## src/rtl/data_memory_arbiter.sv

```systemverilog
// Shared 32x8 data memory with a sequenced default-table initialisation and a
// round-robin CPU/debug arbiter using a registered grant/read-data handshake.
module data_memory_arbiter #(
    parameter int ADDR_WIDTH = 5,
    parameter int DATA_WIDTH = 8,
    parameter int DEPTH      = 32
) (
    input  logic                  clock,
    input  logic                  reset,
    input  logic                  soft_init,
    input  logic                  cpu_req,
    input  logic                  cpu_we,
    input  logic [ADDR_WIDTH-1:0] cpu_addr,
    input  logic [DATA_WIDTH-1:0] cpu_wdata,
    output logic                  cpu_gnt,
    output logic                  cpu_rvalid,
    output logic [DATA_WIDTH-1:0] cpu_rdata,
    input  logic                  dbg_req,
    input  logic                  dbg_we,
    input  logic [ADDR_WIDTH-1:0] dbg_addr,
    input  logic [DATA_WIDTH-1:0] dbg_wdata,
    output logic                  dbg_gnt,
    output logic                  dbg_rvalid,
    output logic [DATA_WIDTH-1:0] dbg_rdata,
    output logic                  init_busy,
    output logic [7:0]            conflict_count
);

    typedef enum logic {ST_INIT, ST_RUN} state_t;

    state_t                  state_q, state_d;
    logic [ADDR_WIDTH-1:0]   cnt_q, cnt_d;
    logic                    init_busy_q, init_busy_d;
    logic                    cpu_gnt_q, cpu_gnt_d, cpu_rvalid_q, cpu_rvalid_d;
    logic [DATA_WIDTH-1:0]   cpu_rdata_q, cpu_rdata_d;
    logic                    dbg_gnt_q, dbg_gnt_d, dbg_rvalid_q, dbg_rvalid_d;
    logic [DATA_WIDTH-1:0]   dbg_rdata_q, dbg_rdata_d;
    logic [7:0]              conflict_q, conflict_d;
    logic                    last_dbg_q, last_dbg_d;

    logic [DATA_WIDTH-1:0]   mem_q [DEPTH];
    logic                    mem_we;
    logic [ADDR_WIDTH-1:0]   mem_waddr;
    logic [DATA_WIDTH-1:0]   mem_wdata;
    logic                    cpu_elig, dbg_elig, cpu_win, dbg_win;

    // Lower half holds its own address; upper half counts down from zero (0, -1, -2, ...).
    function automatic logic [DATA_WIDTH-1:0] init_value(input logic [ADDR_WIDTH-1:0] a);
        logic [DATA_WIDTH-1:0] v;
        logic [DATA_WIDTH-1:0] half;
        v    = DATA_WIDTH'(a);
        half = DATA_WIDTH'(DEPTH / 2);
        if (v < half) return v;
        return half - v;
    endfunction

    always_comb begin
        state_d      = state_q;
        cnt_d        = cnt_q;
        cpu_gnt_d    = 1'b0;
        cpu_rvalid_d = 1'b0;
        cpu_rdata_d  = cpu_rdata_q;
        dbg_gnt_d    = 1'b0;
        dbg_rvalid_d = 1'b0;
        dbg_rdata_d  = dbg_rdata_q;
        conflict_d   = conflict_q;
        last_dbg_d   = last_dbg_q;
        mem_we       = 1'b0;
        mem_waddr    = cnt_q;
        mem_wdata    = init_value(cnt_q);
        cpu_elig     = 1'b0;
        dbg_elig     = 1'b0;
        cpu_win      = 1'b0;
        dbg_win      = 1'b0;

        case (state_q)
            ST_INIT: begin
                mem_we = 1'b1;
                if (cnt_q == ADDR_WIDTH'(DEPTH - 1)) begin
                    cnt_d   = '0;
                    state_d = ST_RUN;
                end else begin
                    cnt_d = cnt_q + 1'b1;
                end
            end
            ST_RUN: begin
                if (soft_init) begin
                    state_d = ST_INIT;
                    cnt_d   = '0;
                end else begin
                    // A requester whose grant is showing this cycle is finishing, not asking again.
                    cpu_elig = cpu_req && !cpu_gnt_q;
                    dbg_elig = dbg_req && !dbg_gnt_q;
                    if (cpu_elig && dbg_elig) begin
                        cpu_win = last_dbg_q;
                        dbg_win = !last_dbg_q;
                        if (conflict_q != 8'hFF) conflict_d = conflict_q + 8'd1;
                    end else begin
                        cpu_win = cpu_elig;
                        dbg_win = dbg_elig;
                    end
                    if (cpu_win) begin
                        cpu_gnt_d    = 1'b1;
                        cpu_rvalid_d = !cpu_we;
                        last_dbg_d   = 1'b0;
                        if (cpu_we) begin
                            mem_we    = 1'b1;
                            mem_waddr = cpu_addr;
                            mem_wdata = cpu_wdata;
                        end else begin
                            cpu_rdata_d = mem_q[cpu_addr];
                        end
                    end
                    if (dbg_win) begin
                        dbg_gnt_d    = 1'b1;
                        dbg_rvalid_d = !dbg_we;
                        last_dbg_d   = 1'b1;
                        if (dbg_we) begin
                            mem_we    = 1'b1;
                            mem_waddr = dbg_addr;
                            mem_wdata = dbg_wdata;
                        end else begin
                            dbg_rdata_d = mem_q[dbg_addr];
                        end
                    end
                end
            end
            default: state_d = ST_INIT;
        endcase

        init_busy_d = (state_d == ST_INIT);
    end

    always_ff @(posedge clock or negedge reset) begin
        if (!reset) begin
            state_q      <= ST_INIT;
            cnt_q        <= '0;
            init_busy_q  <= 1'b1;
            cpu_gnt_q    <= 1'b0;
            cpu_rvalid_q <= 1'b0;
            cpu_rdata_q  <= '0;
            dbg_gnt_q    <= 1'b0;
            dbg_rvalid_q <= 1'b0;
            dbg_rdata_q  <= '0;
            conflict_q   <= '0;
            last_dbg_q   <= 1'b1;
        end else begin
            state_q      <= state_d;
            cnt_q        <= cnt_d;
            init_busy_q  <= init_busy_d;
            cpu_gnt_q    <= cpu_gnt_d;
            cpu_rvalid_q <= cpu_rvalid_d;
            cpu_rdata_q  <= cpu_rdata_d;
            dbg_gnt_q    <= dbg_gnt_d;
            dbg_rvalid_q <= dbg_rvalid_d;
            dbg_rdata_q  <= dbg_rdata_d;
            conflict_q   <= conflict_d;
            last_dbg_q   <= last_dbg_d;
        end
    end

    always_ff @(posedge clock) begin
        if (mem_we) mem_q[mem_waddr] <= mem_wdata;
    end

    assign cpu_gnt        = cpu_gnt_q;
    assign cpu_rvalid     = cpu_rvalid_q;
    assign cpu_rdata      = cpu_rdata_q;
    assign dbg_gnt        = dbg_gnt_q;
    assign dbg_rvalid     = dbg_rvalid_q;
    assign dbg_rdata      = dbg_rdata_q;
    assign init_busy      = init_busy_q;
    assign conflict_count = conflict_q;

endmodule

```

## config.mk

```make
export PLATFORM = sky130hd
export DESIGN_NAME = data_memory_arbiter
export DESIGN_NICKNAME = d
export VERILOG_FILES = /design/src/rtl/data_memory_arbiter.sv
export SDC_FILE = /design/constraint.sdc
export NUM_CORES = 1
export LEC_CHECK = 0
export ABC_AREA = 1
export CORE_MARGIN = 8
export CORE_UTILIZATION = 29
export DETAILED_ROUTE_END_ITERATION = 12
export SLEW_MARGIN = 20
export SYNTH_ARGS = -nofsm -noshare
export SYNTH_HDL_FRONTEND = slang
export SYNTH_SLANG_ARGS = --single-unit
```

## constraint.sdc

```tcl
create_clock -name clock -period 4.5 [get_ports clock]
set_clock_uncertainty 0.2 [all_clocks]
set_input_delay 0.9 -clock clock [delete_from_list [all_inputs] [get_ports clock]]
set_output_delay 0.9 -clock clock [all_outputs]
set_load 0.05 [all_outputs]
```

==> impl_metrics.ini <==
[power]
p_clk_share_pct = 31.0
netSwitchingPower_mw = 3.31
seq_power_share_pct = 41.7
switching_share_pct = 34.3
powerDensity_mw_per_mm2 = 538
p_int_mw = 6.33
p_comb_share_pct = 27.3
ir_drop_mv = 0.265
power.leakage_nw = 7.62

[logic_synthesis]
synth_edf_count = 256
synth_top_cells_by_area = edfxtp_1, nand2_1, nand3_1
seq_area_frac_synth_pct = 56.1
syn-cell-area_mm2 = 0.0153
synth-async-reset-ratio_pct = 12.3
yosys_warnings = 0
synth.distinct_cells = 32
syn_inst = 1852
synth_common_cells = nand2_1, nand3_1, edfxtp_1, inv_1, nor2_1
synth_top_flop_cell = edfxtp_1
syn-num-nets = 1890
synth.avg_cell_area_um2 = 8.27
ys_ff_latch = 292
synth_top_area_share_pct = 50.2
synth_area_leader_cell = edfxtp_1
yosysMostFrequentCell = nand2_1

[worst_setup_path]
path_class = primary input to register
cp_max_fo = 9
slowest_delay_ps = 720
path_cells = clkdlybuf4s50_1, inv_1, nor2_4, nand2_4, nand2_4, nand2_4, nand2_4, nand2_1, nand2_2, nand4_2, nor2_1
crit_buf_inv = 2
cp_common_cell = nand2_4
path_delay_family = simple AND/OR/NAND/NOR gates
r2r-start = last_dbg_q
start_kind = primary input
cp_slowest_cell = nor2_1
startpoint = dbg_req
worstPathArrival_ps = 3390
worstPathRequired_ps = 4440
end_kind = register

[timing]
setup_viol_count_final = 0
min_period_ps = 3460
worstMarginPinSlew_ps = 1010
setup_tns_ps = 0
timing.final.hold_violations = 0
fmax_ghz = 0.289
relSlewSlack_pct = 32.5
drv_slew = 0
rsz0062_at_grt = no
period_share_pct = 76.8

[final_layout]
multi_input_area_mm2 = 0.00585
area_growth_pct = 16.9
regArea_mm2 = 0.00859
post_route_cells_drive_above_1_share_pct = 7.58
num_antenna_cells = 0
fillers = 5275
stdcell_area_mm2 = 0.0179
final_nets = 1925

[cts]
clock_latency_ps = 510
postCtsResizedCells = 0
cts.sinks = 292
holdBufCountCts = 0
clockRootBuffer = clkbuf_16
postCtsSetupRepairBufs = 0
path_clk_slew_ps = 60
htreeDepth = 2
numCtsBuffers = 35
cts_tree = done
clock_path_buffers = 3

[placement]
placed_cell_area_mm2 = 0.0167
hpwl_mm = 32.8
io_buffers = 61
place.gp.congestion = 0.935

[routing]
drt_wl_total_mm = 50.5
viasPerCell = 5.04
ant_nets = 0
first_iter_violations = 1540
dr.pass1.iters = 5
wl_per_cell_um = 19.4
vias = 13100
remaining_drc_errors = 0

[floorplan]
die_h_um = 246
die_area_mm2 = 0.0604
rows = 84
core_mm2 = 0.0524
ioPinCount = 62
start_util_pct = 29.2
die_w_um = 246

[grt]
antenna_found_initial = 0
grt_pass1_vias = 12600
grt_overflow = 0
grt_max_degree = 129
grtUsageTotal_pct = 16.3
grt_first_pass_wirelength_mm = 76.8

[worst_hold_path]
hold_start = last_dbg_q
worstHoldPathType = register to register

[status]
outcome = finished clean

[flow_run]
cap_violations = 0
-- power by group through the flow --
| stage | Sequential [mW] | Clock (mW) | Combinational [mW] |
|---|---|---|---|
| floorplan | 4.29 | 0 | 1.22 |
| global placement | 4.07 | 0 | 2.61 |
| detailed placement | 4.07 | 0 | 2.63 |
| CTS | 4.02 | 3.03 | 2.64 |
| global route | 4.06 | 3.13 | 2.84 |
| finish | 4.02 | 2.98 | 2.63 |
-- layout make-up --
type                       instances  share of cell area [%]
sequential                       292                    48.0
clock inverter                    18                    1.24
clock buffer                      45                    5.62
timing repair buffer             104                    5.24
tap                              688                    4.81
multi-input combinational       1335                    32.6
inverter                         119                    2.51
-- per-stage QoR --
step,total power [mW],utilization [%],worst slack [ps],hold slack (ps),instances
floorplan,5.52,-,801,255,1852
global placement,6.68,31.8,672,268,2538
detailed placement,6.70,31.8,581,269,2538
CTS,9.69,34.2,1100,280,2601
global route,10.0,34.2,839,306,2601
finish,9.64,34.2,1040,276,2601
-- path summary, 6_finish.rpt --
kind / to / slack (ps) / depth (start not counted)
min in group asynchronous: cpu_rdata[6] / 320 / 1
max in group asynchronous: cnt_q[4] / 3220 / 1
worst min register to register: last_dbg_q / 280 / 2
worst min-delay path: last_dbg_q / 280 / 2
worst max register to register: mem_q[20][7] / 1440 / 8
worst max-delay path: mem_q[20][7] / 1040 / 11
-- layer usage --
| layer | global-route usage (%) | vias up | part of all wire (%) |
|---|---|---|---|
| met5 | 0 | - | 0 |
| met4 | 7.14 | 0 | 4.3 |
| met3 | 2.64 | 115 | 7.5 |
| met2 | 26.2 | 616 | 47 |
| met1 | 21.4 | 6205 | 42 |
| li1 | - | 6180 | - |
-- registers in the layout (all words and copies together) (netlist names) --
name,flops
cpu_rvalid,1
state_q,1
cnt_q,5
dbg_rvalid,1
conflict_count,8
dbg_gnt,1
init_busy,1
dbg_rdata,8
mem_q,256
last_dbg_q,1
cpu_gnt,1
cpu_rdata,8
-- worst min-delay path, cell delays in order (launching register included) --
cell and delay [ps]:
dfstp_2 370, nand2_1 60, nand2_1 50
-- kinds of logic after synthesis --
logic type,after synthesis,synth area share (%)
adders and majority gates,5,0.408
muxes,1,0.0735
DFF,292,56.1
xor gates and xnor gates,9,0.514
AOI/OAI and AO/OA,37,1.32
buffers and inverters,225,5.88
and+or+nand+nor,1283,35.7
-- cell usage in the layout (no fill, tap or decap), drive strengths merged --
master,n
dfrtp,34
inv,116
clkdlybuf4s50,56
ha,5
a21oi,4
nor3,3
xor2,5
nor2,65
mux2,1
nand2,809
clkbuf,45
dfstp,2
xnor2,4
or2,1
o22ai,5
clkinv,14
clkinvlp,2
o21ai,25
nand4,6
a22o,3
bufinv,5
edfxtp,256
buf,48
nand3,399
Note: power is estimated with default switching activity, not from simulation.
